[config.mk]
export PLATFORM = sky130hd
export DESIGN_NAME = producer_ctrl
export DESIGN_NICKNAME = d
export VERILOG_FILES = /design/src/rtl/producer_ctrl_pkg.sv /design/src/rtl/edge_detector.sv /design/src/rtl/producer_ctrl.sv
export SDC_FILE = /design/constraint.sdc
export NUM_CORES = 1
export LEC_CHECK = 0
export ABC_CLOCK_PERIOD_IN_PS = 2300
export BUFFER_PORTS_ARGS = -buffer_cell sky130_fd_sc_hd__buf_2
export CORE_MARGIN = 2
export CORE_UTILIZATION = 45
export DETAILED_ROUTE_END_ITERATION = 10
export GPL_TIMING_DRIVEN = 1
export PLACE_DENSITY = 0.77
export SYNTH_ARGS = -nofsm -noshare
export SYNTH_HDL_FRONTEND = slang
export SYNTH_SLANG_ARGS = --single-unit
[constraint.sdc]
create_clock -name clock -period 2.3 [get_ports clock]
set_input_delay 0.345 -clock clock [delete_from_list [all_inputs] [get_ports clock]]
set_output_delay 0.345 -clock clock [all_outputs]
set_load 0.02 [all_outputs]
[src/rtl/producer_ctrl_pkg.sv]
// Shared types and encodings for the production controller.
package producer_ctrl_pkg;

   // Controller states: waiting, producing, throttled on full, draining.
   typedef enum logic [1:0] {
      S_IDLE  = 2'd0,
      S_COMM  = 2'd1,
      S_WAIT  = 2'd2,
      S_DRAIN = 2'd3
   } state_t;

   // One-hot LED patterns, one lamp per state.
   localparam logic [3:0] LED_IDLE  = 4'b0001;
   localparam logic [3:0] LED_COMM  = 4'b0010;
   localparam logic [3:0] LED_WAIT  = 4'b0100;
   localparam logic [3:0] LED_DRAIN = 4'b1000;

   // Display code shown while no producer is active.
   localparam int SRC_NONE = 0;

endpackage

[src/rtl/edge_detector.sv]
// Rising-edge detector for a raw level input; the history flop clears on
// reset so a level held through reset release yields one edge.
module edge_detector (
   input  logic clock,
   input  logic reset,
   input  logic din,
   output logic rise
);

   logic din_q;
   logic din_d;

   // The history flop simply follows the input.
   always_comb begin
      din_d = din;
   end

   // History register, cleared by the active-low asynchronous reset.
   always_ff @(posedge clock or negedge reset) begin
      if (!reset) din_q <= 1'b0;
      else        din_q <= din_d;
   end

   assign rise = din & ~din_q;

endmodule

[src/rtl/producer_ctrl.sv]
// Production controller: picks one of N_SRC producers, gates it into the
// buffer write port, throttles on full, and drains on stop or word limit.
module producer_ctrl
   import producer_ctrl_pkg::*;
#(
   parameter int N_SRC  = 2,
   parameter int DATA_W = 16,
   parameter int SEL_W  = $clog2(N_SRC + 1)
) (
   input  logic                      clock,
   input  logic                      reset,
   input  logic [N_SRC-1:0]          start,
   input  logic                      stop,
   input  logic [15:0]               word_limit,
   input  logic                      buffer_full,
   input  logic                      buffer_empty,
   input  logic                      data_2_valid,
   input  logic [N_SRC*DATA_W-1:0]   src_data,
   output logic [N_SRC-1:0]          src_en,
   output logic [DATA_W-1:0]         data_1,
   output logic                      data_1_en,
   output logic [SEL_W-1:0]          src_code,
   output logic [3:0]                led,
   output logic [15:0]               word_cnt,
   output logic                      limit_hit
);

   localparam int ACT_W = (N_SRC > 1) ? $clog2(N_SRC) : 1;

   state_t             state_q, state_d;
   logic [ACT_W-1:0]   act_q, act_d;
   logic [15:0]        limit_q, limit_d;
   logic [15:0]        word_cnt_q, word_cnt_d;
   logic               limit_hit_q, limit_hit_d;

   logic [N_SRC-1:0]   start_rise;
   logic               stop_rise;
   logic               any_start;
   logic [ACT_W-1:0]   first_idx;
   logic               active;
   logic               last_write;

   // One edge detector per start line.
   for (genvar g = 0; g < N_SRC; g++) begin : g_start_edge
      edge_detector u_start_edge (
         .clock (clock),
         .reset (reset),
         .din   (start[g]),
         .rise  (start_rise[g])
      );
   end

   // Edge detector for the stop request.
   edge_detector u_stop_edge (
      .clock (clock),
      .reset (reset),
      .din   (stop),
      .rise  (stop_rise)
   );

   // Lowest-index start rise wins when several arrive together.
   always_comb begin
      first_idx = '0;
      any_start = |start_rise;
      for (int i = N_SRC - 1; i >= 0; i--) begin
         if (start_rise[i]) first_idx = ACT_W'(i);
      end
   end

   // Write path: enable only the active producer while producing and not full,
   // so a full buffer never sees a write.
   always_comb begin
      src_en = '0;
      data_1 = '0;
      active = (state_q == S_COMM) || (state_q == S_WAIT);
      for (int i = 0; i < N_SRC; i++) begin
         if (act_q == ACT_W'(i)) begin
            src_en[i] = (state_q == S_COMM) && !buffer_full;
            if (active) data_1 = src_data[i*DATA_W +: DATA_W];
         end
      end
      data_1_en = |src_en;
   end

   // Next-state, run bookkeeping and status decode.
   always_comb begin
      state_d     = state_q;
      act_d       = act_q;
      limit_d     = limit_q;
      word_cnt_d  = word_cnt_q;
      limit_hit_d = limit_hit_q;
      last_write  = data_1_en && (limit_q != 16'd0) &&
                    ((word_cnt_q + 16'd1) == limit_q);

      if (data_1_en && (word_cnt_q != 16'hFFFF)) word_cnt_d = word_cnt_q + 16'd1;

      unique case (state_q)
         S_IDLE: begin
            if (any_start) begin
               act_d       = first_idx;
               limit_d     = word_limit;
               word_cnt_d  = 16'd0;
               limit_hit_d = 1'b0;
               state_d     = S_COMM;
            end
         end
         S_COMM: begin
            if (stop_rise)        state_d = S_DRAIN;
            else if (buffer_full) state_d = S_WAIT;
            else if (last_write) begin
               limit_hit_d = 1'b1;
               state_d     = S_DRAIN;
            end
         end
         S_WAIT: begin
            if (stop_rise)         state_d = S_DRAIN;
            else if (!buffer_full) state_d = S_COMM;
         end
         S_DRAIN: begin
            if (buffer_empty && !data_2_valid) state_d = S_IDLE;
         end
         default: state_d = S_IDLE;
      endcase

      unique case (state_q)
         S_IDLE:  led = LED_IDLE;
         S_COMM:  led = LED_COMM;
         S_WAIT:  led = LED_WAIT;
         S_DRAIN: led = LED_DRAIN;
         default: led = LED_IDLE;
      endcase

      src_code = active ? (SEL_W'(act_q) + SEL_W'(1)) : SEL_W'(SRC_NONE);
   end

   // State and run registers, cleared by the active-low asynchronous reset.
   always_ff @(posedge clock or negedge reset) begin
      if (!reset) begin
         state_q     <= S_IDLE;
         act_q       <= '0;
         limit_q     <= 16'd0;
         word_cnt_q  <= 16'd0;
         limit_hit_q <= 1'b0;
      end else begin
         state_q     <= state_d;
         act_q       <= act_d;
         limit_q     <= limit_d;
         word_cnt_q  <= word_cnt_d;
         limit_hit_q <= limit_hit_d;
      end
   end

   assign word_cnt  = word_cnt_q;
   assign limit_hit = limit_hit_q;

endmodule

Word-level counts from Yosys, hierarchy flattened

Cells that the tools add are included.

Bits in registers: 39
Bits of input ports: 56
Output and inout port bits: 42
Logic and storage cells: 70

Add/subtract/negate cells: 2
Equality and inequality tests: 12
Multiplexer cells: 26
Bitwise operators: 6
Reduce and logical (&&, ||, !) cells: 16

Operators by type and width:

| cell                                                            | count |
|---|---|
| 16-bit 2-to-1 mux                                               | 7 |
| 16-bit by 1-bit adder with 16-bit output, second input constant | 1 |
| 16-bit == test                                                  | 1 |
| 2-bit 2-to-1 mux                                                | 8 |
| 16-bit inequality test, second input constant                   | 1 |
| 4-bit one-hot mux with 4 select lines                           | 1 |
| 16-bit nonzero test                                             | 1 |
| 2-bit inequality test, second input constant                    | 5 |
| 1-bit 2-to-1 mux                                                | 8 |
| 2-bit one-hot mux with 4 select lines                           | 1 |
| 1-bit logical AND                                               | 5 |
| 5-bit AND reduction                                             | 1 |
| 2-bit == test, second input constant                            | 2 |
| 4-bit inequality test, second input constant                    | 1 |
| 4-bit AND reduction                                             | 1 |
| 2-bit OR reduction                                              | 2 |
| 1-bit bitwise AND                                               | 3 |
| 3-bit inequality test, second input constant                    | 1 |
| 1-bit inverter                                                  | 3 |
| 1-bit by 1-bit adder with 2-bit output, second input constant   | 1 |
| 2-bit by 1-bit == test with 1-bit output, second input constant | 1 |
| 1-bit logical NOT                                               | 2 |
| 2-bit logical NOT                                               | 1 |
| 1-bit one-hot mux with 2 select lines                           | 1 |
| other kinds (3)                                                 | 3 |

Logic depth before layout (Yosys ltp)

Depth in word-level cells: 10
Mapped depth: 9
Depth with buffers taken out: 9

By module

A second synthesis with hierarchy kept.

Cell total of the unflattened synthesis: 330
Area total of the unflattened synthesis: 2788.9 um2

Modules (own cells, without submodules):

| module        | times used | cells an instance | area an instance (um2) | seq. area each (um2) |
|---|---|---|---|---|
| producer_ctrl | 1          | 324               | 2672.6                 | 900.9 |
| edge_detector | 3          | 2                 | 38.8                   | 25.0 |

Worst setup path after synthesis

No wires, ideal clock.

Path kind: register to register
From: register word_cnt_q[0] (netlist: word_cnt[0])
To: register state_q[1]
Setup time: 0.087 ns
Data arrival time: 2.544 ns
Data required time: 2.213 ns
Slack: -0.330 ns
Stages on the path, launching flop included: 10
Path buffers: 1
Clock period less this slack: 2.630 ns
Cells stage by stage: dfrtp_1 > ha_1 > and3_1 > buf_6 > nand2_4 > or4_4 > a211oi_2 > nand4_1 > a2111o_1 > o211ai_1

Longest elaborated chain between the ends: 5

Ends and longest elaborated chain:

| what                                     | RTL line             | source |
|---|---|---|
| start, declared                          | producer_ctrl.sv:33  | `logic [15:0] word_cnt_q, word_cnt_d;` |
| start signal, assigned                   | producer_ctrl.sv:148 | `word_cnt_q <= word_cnt_d;` |
| 16-bit by 1-bit adder with 16-bit output | producer_ctrl.sv:93  | `((word_cnt_q + 16'd1) == limit_q);` |
| 16-bit == test                           | producer_ctrl.sv:93  |  |
| 1-bit logical AND                        | producer_ctrl.sv:92  | `last_write = data_1_en && (limit_q != 16'd0) &&` |
| 4-bit inequality test (no line)          | n/a                  |  |
| 4-bit AND reduction (no line)            | n/a                  |  |
| end signal, assigned                     | producer_ctrl.sv:145 | `state_q <= state_d;` |
| end, declared                            | producer_ctrl.sv:30  | `state_t state_q, state_d;` |

Every way passes these cells.
A chain may end at the register's enable or synchronous reset.

Worst setup path after layout

From: register word_cnt_q[1] (netlist: word_cnt[1])
To: register state_q[1]

The elaborated chain is that of the path after synthesis.

==> impl_metrics.env <==
export IMPL_route_met3_wl_um=372
export IMPL_wl_per_cell_um=15.34
export IMPL_p_leak_nw=1.772
export IMPL_postPlaceCellArea_mm2=0.003368
export IMPL_max_stage_delay_ns=0.51
export IMPL_synth_cell_types=48
export IMPL_crit_required_ns=2.51
export IMPL_antenna_found_initial=0
export IMPL_whs_ns=0.1509
export IMPL_hold_viol=0
export IMPL_postSynth_asyncResetShare=1.000
export IMPL_placed_cells=450
export IMPL_synth_edf_count=0
export IMPL_clockBufferDepth=2
export IMPL_rsz0062_at_grt="yes"
export IMPL_final_cell_count_no_fill=464
export IMPL_period_share=1.022
export IMPL_hold_class="in2async"
export IMPL_clock_sinks=39
export IMPL_r2r_end="state_q[1]$_DFFE_PN0P_"
export IMPL_endpoint_kind="flop"
export IMPL_wirelength_um=7117
export IMPL_path_buf_inv=0
export IMPL_violations="negative setup slack"
export IMPL_worstPathArrival_ns=2.56
export IMPL_num_vias=2536
export IMPL_synth_avg_cell_area_um2=9.806
export IMPL_synth_cells=271
export IMPL_worst_slew_pin_slew_ns=0.8504
export IMPL_dieArea_mm2=0.006537
export IMPL_maxCapViolations=0
export IMPL_post_route_min_period_ns=2.350
export IMPL_cts_max_level=2
export IMPL_ys_dominant_reg_cell="dfrtp_1"
export IMPL_dp_slack_ns=-0.03150
export IMPL_power_density_mw_per_mm2=1160
export IMPL_cts_buffers=5
export IMPL_grt_use_total=0.2263
export IMPL_die_y_um=80.85
export IMPL_clockRootBuffer="clkbuf_8"
export IMPL_num_rows=27
export IMPL_wl_met2_um=3589
export IMPL_grt_max_degree=40
export IMPL_cp_start_kind="flop"
export IMPL_tritoncts="done"
export IMPL_hpwlAfterDp_um=5410
export IMPL_crit_family="simple AND/OR/NAND/NOR gates"
export IMPL_setup_ws_ns=-0.04979
export IMPL_ioPinCount=98
export IMPL_numPortBuffers=97
export IMPL_r2r_setup_slack_ns=-0.05
export IMPL_grt_pass1_vias=2408
export IMPL_setup_viol=2
export IMPL_layout_commonest_cell="buf_2"
export IMPL_syn_to_final_growth_pct=35.55
export IMPL_fin_skew_ns=0.003491
export IMPL_core_area_mm2=0.005608
export IMPL_worst_setup_path_type="reg2reg"
export IMPL_initial_core_util=0.4739
export IMPL_crit_cells=8
export IMPL_ir_drop_v=0.0007943
export IMPL_r2r_start="word_cnt[1]$_DFF_PN0_"
export IMPL_layout_common_cells="buf_2, dfrtp_1, buf_4, nor2_1, nor2b_1"
export IMPL_clk_latency_ns=0.29
export IMPL_critPathSlowestCell="or4_4"
export IMPL_drc=0
export IMPL_syn_area_mm2=0.002658
export IMPL_crit_path_max_fanout=6
export IMPL_fmax_mhz=425.6
export IMPL_cp_cell_sequence="ha_4 > and3_4 > nand2_4 > or4_4 > a211oi_2 > nand4_1 > a2111o_1 > o211ai_1"
export IMPL_synth_warnings=0
export IMPL_synthesis_nets=333
export IMPL_first_pass_iters=4
export IMPL_status="finished with violations"
export IMPL_drt_initial_drc_count=238
export IMPL_drtAntennaViolNets=0
export IMPL_top_layer_used="met4"
export IMPL_ys_seq_area_frac=0.3672
export IMPL_overflow=0
export IMPL_clk_pin_slew_ns=0.08
export IMPL_final_area_mm2=0.003602
export IMPL_die_w_um=80.85
export IMPL_drt_met1_wl_um=2999
export IMPL_slew_viol_final=0
export IMPL_worstRegToRegCells=8
export IMPL_drive_gt1_frac=0.4490
export IMPL_antennaDiodeCount=0
export IMPL_synth_seq_cells=39
export IMPL_layout_nets=453
export IMPL_gp_congestion=0.8835
export IMPL_max_slew_margin=0.4331
export IMPL_vias_per_cell=5.466
export IMPL_grt_pass1_wl_um=11560
synthesized netlist by cell type (7+ instances only):
cell      count  area, um^2
mux2i_1      18       180.2
nand4_1      10       62.56
nor2_1       26       97.59
nand2_1      10       37.54
xnor2_1      18       157.7
dfrtp_1      39       975.9
clkbuf_1      7       26.28
mux2_2       16       180.2
a21oi_1       7       35.03
nand3_1      15       75.07
nor2b_1      20       125.1
xor2_1       17       148.9
worst max-delay path by stage:
stage                           from                endpoint  slack (ns)
2_1_floorplan  word_cnt[0]$_DFF_PN0_   limit_hit$_DFFE_PN0P_       -0.06
3_3_place_gp   word_cnt[1]$_DFF_PN0_  state_q[1]$_DFFE_PN0P_        0.03
3_5_place_dp   word_cnt[2]$_DFF_PN0_  state_q[1]$_DFFE_PN0P_       -0.03
4_1_cts        word_cnt[1]$_DFF_PN0_  state_q[1]$_DFFE_PN0P_     -0.0006
5_1_grt        word_cnt[1]$_DFF_PN0_  state_q[1]$_DFFE_PN0P_       -0.14
6_report       word_cnt[1]$_DFF_PN0_  state_q[1]$_DFFE_PN0P_       -0.05
state kept, by name (all words and copies together), names as in the netlist:
signal,cells
act_q,1
g_start_edge.u_start_edge.din_q,2
limit_hit,1
limit_q,16
state_q,2
u_stop_edge.din_q,1
word_cnt,16
through the flow:
step                setup TNS, ns  utilization  total power (W)
global placement                0       0.6006         0.003348
detailed placement       -0.05980       0.6006         0.003415
CTS                    -0.0005924       0.6328         0.004167
global route              -0.2279       0.6423         0.004466
floorplan                 -0.1182            -         0.002690
finish                   -0.05237       0.6423         0.004180
worst register-to-register path, cell delays in order, from the launching register on:
cell      delay, ns
dfrtp_2        0.44
ha_4           0.15
and3_4         0.23
nand2_4        0.07
or4_4          0.51
a211oi_2       0.23
nand4_1        0.14
a2111o_1       0.42
o211ai_1       0.09
area by class of cell:
class	count	area, um^2
fillers	449	2006
repair buffers	129	750.7
clock inverters	3	67.56
inverters	6	22.52
clock buffers	5	68.82
flip-flops and latches	39	978.4
multi-input cells	210	1624
well taps	72	90.09
repair_timing:
action	CTS	global route
resized for setup	5	4
endpoints found under the hold margin	0	0
setup endpoints to repair	2	5
setup buffers	1	5
pin swaps	3	9
hold buffers	0	0
routing by layer:
layer	up-vias	global-route usage
met2	110	0.3702
li1	1206	-
met1	1199	0.3015
met4	0	0.07458
met3	21	0.04333
met5	-	0
report_power, final:
| part | total [W] | internal, W | switching (W) |
|---|---|---|---|
| logic | 0.00234 | 0.00109 | 0.00125 |
| clock network | 0.000690 | 0.000433 | 0.000257 |
| registers | 0.00116 | 0.000895 | 0.000260 |
logic make-up (layout without fill, tap and decap cells):
kind of cell,after synthesis,in the layout,synth area share
fa+ha+maj,6,6,0.02825
xor+xnor,35,35,0.1153
simple gates,109,109,0.2307
flops,39,39,0.3672
buf+inv,22,143,0.04944
compound gates,26,26,0.07345
mux,34,34,0.1356
(Power assumes the default switching activity.)
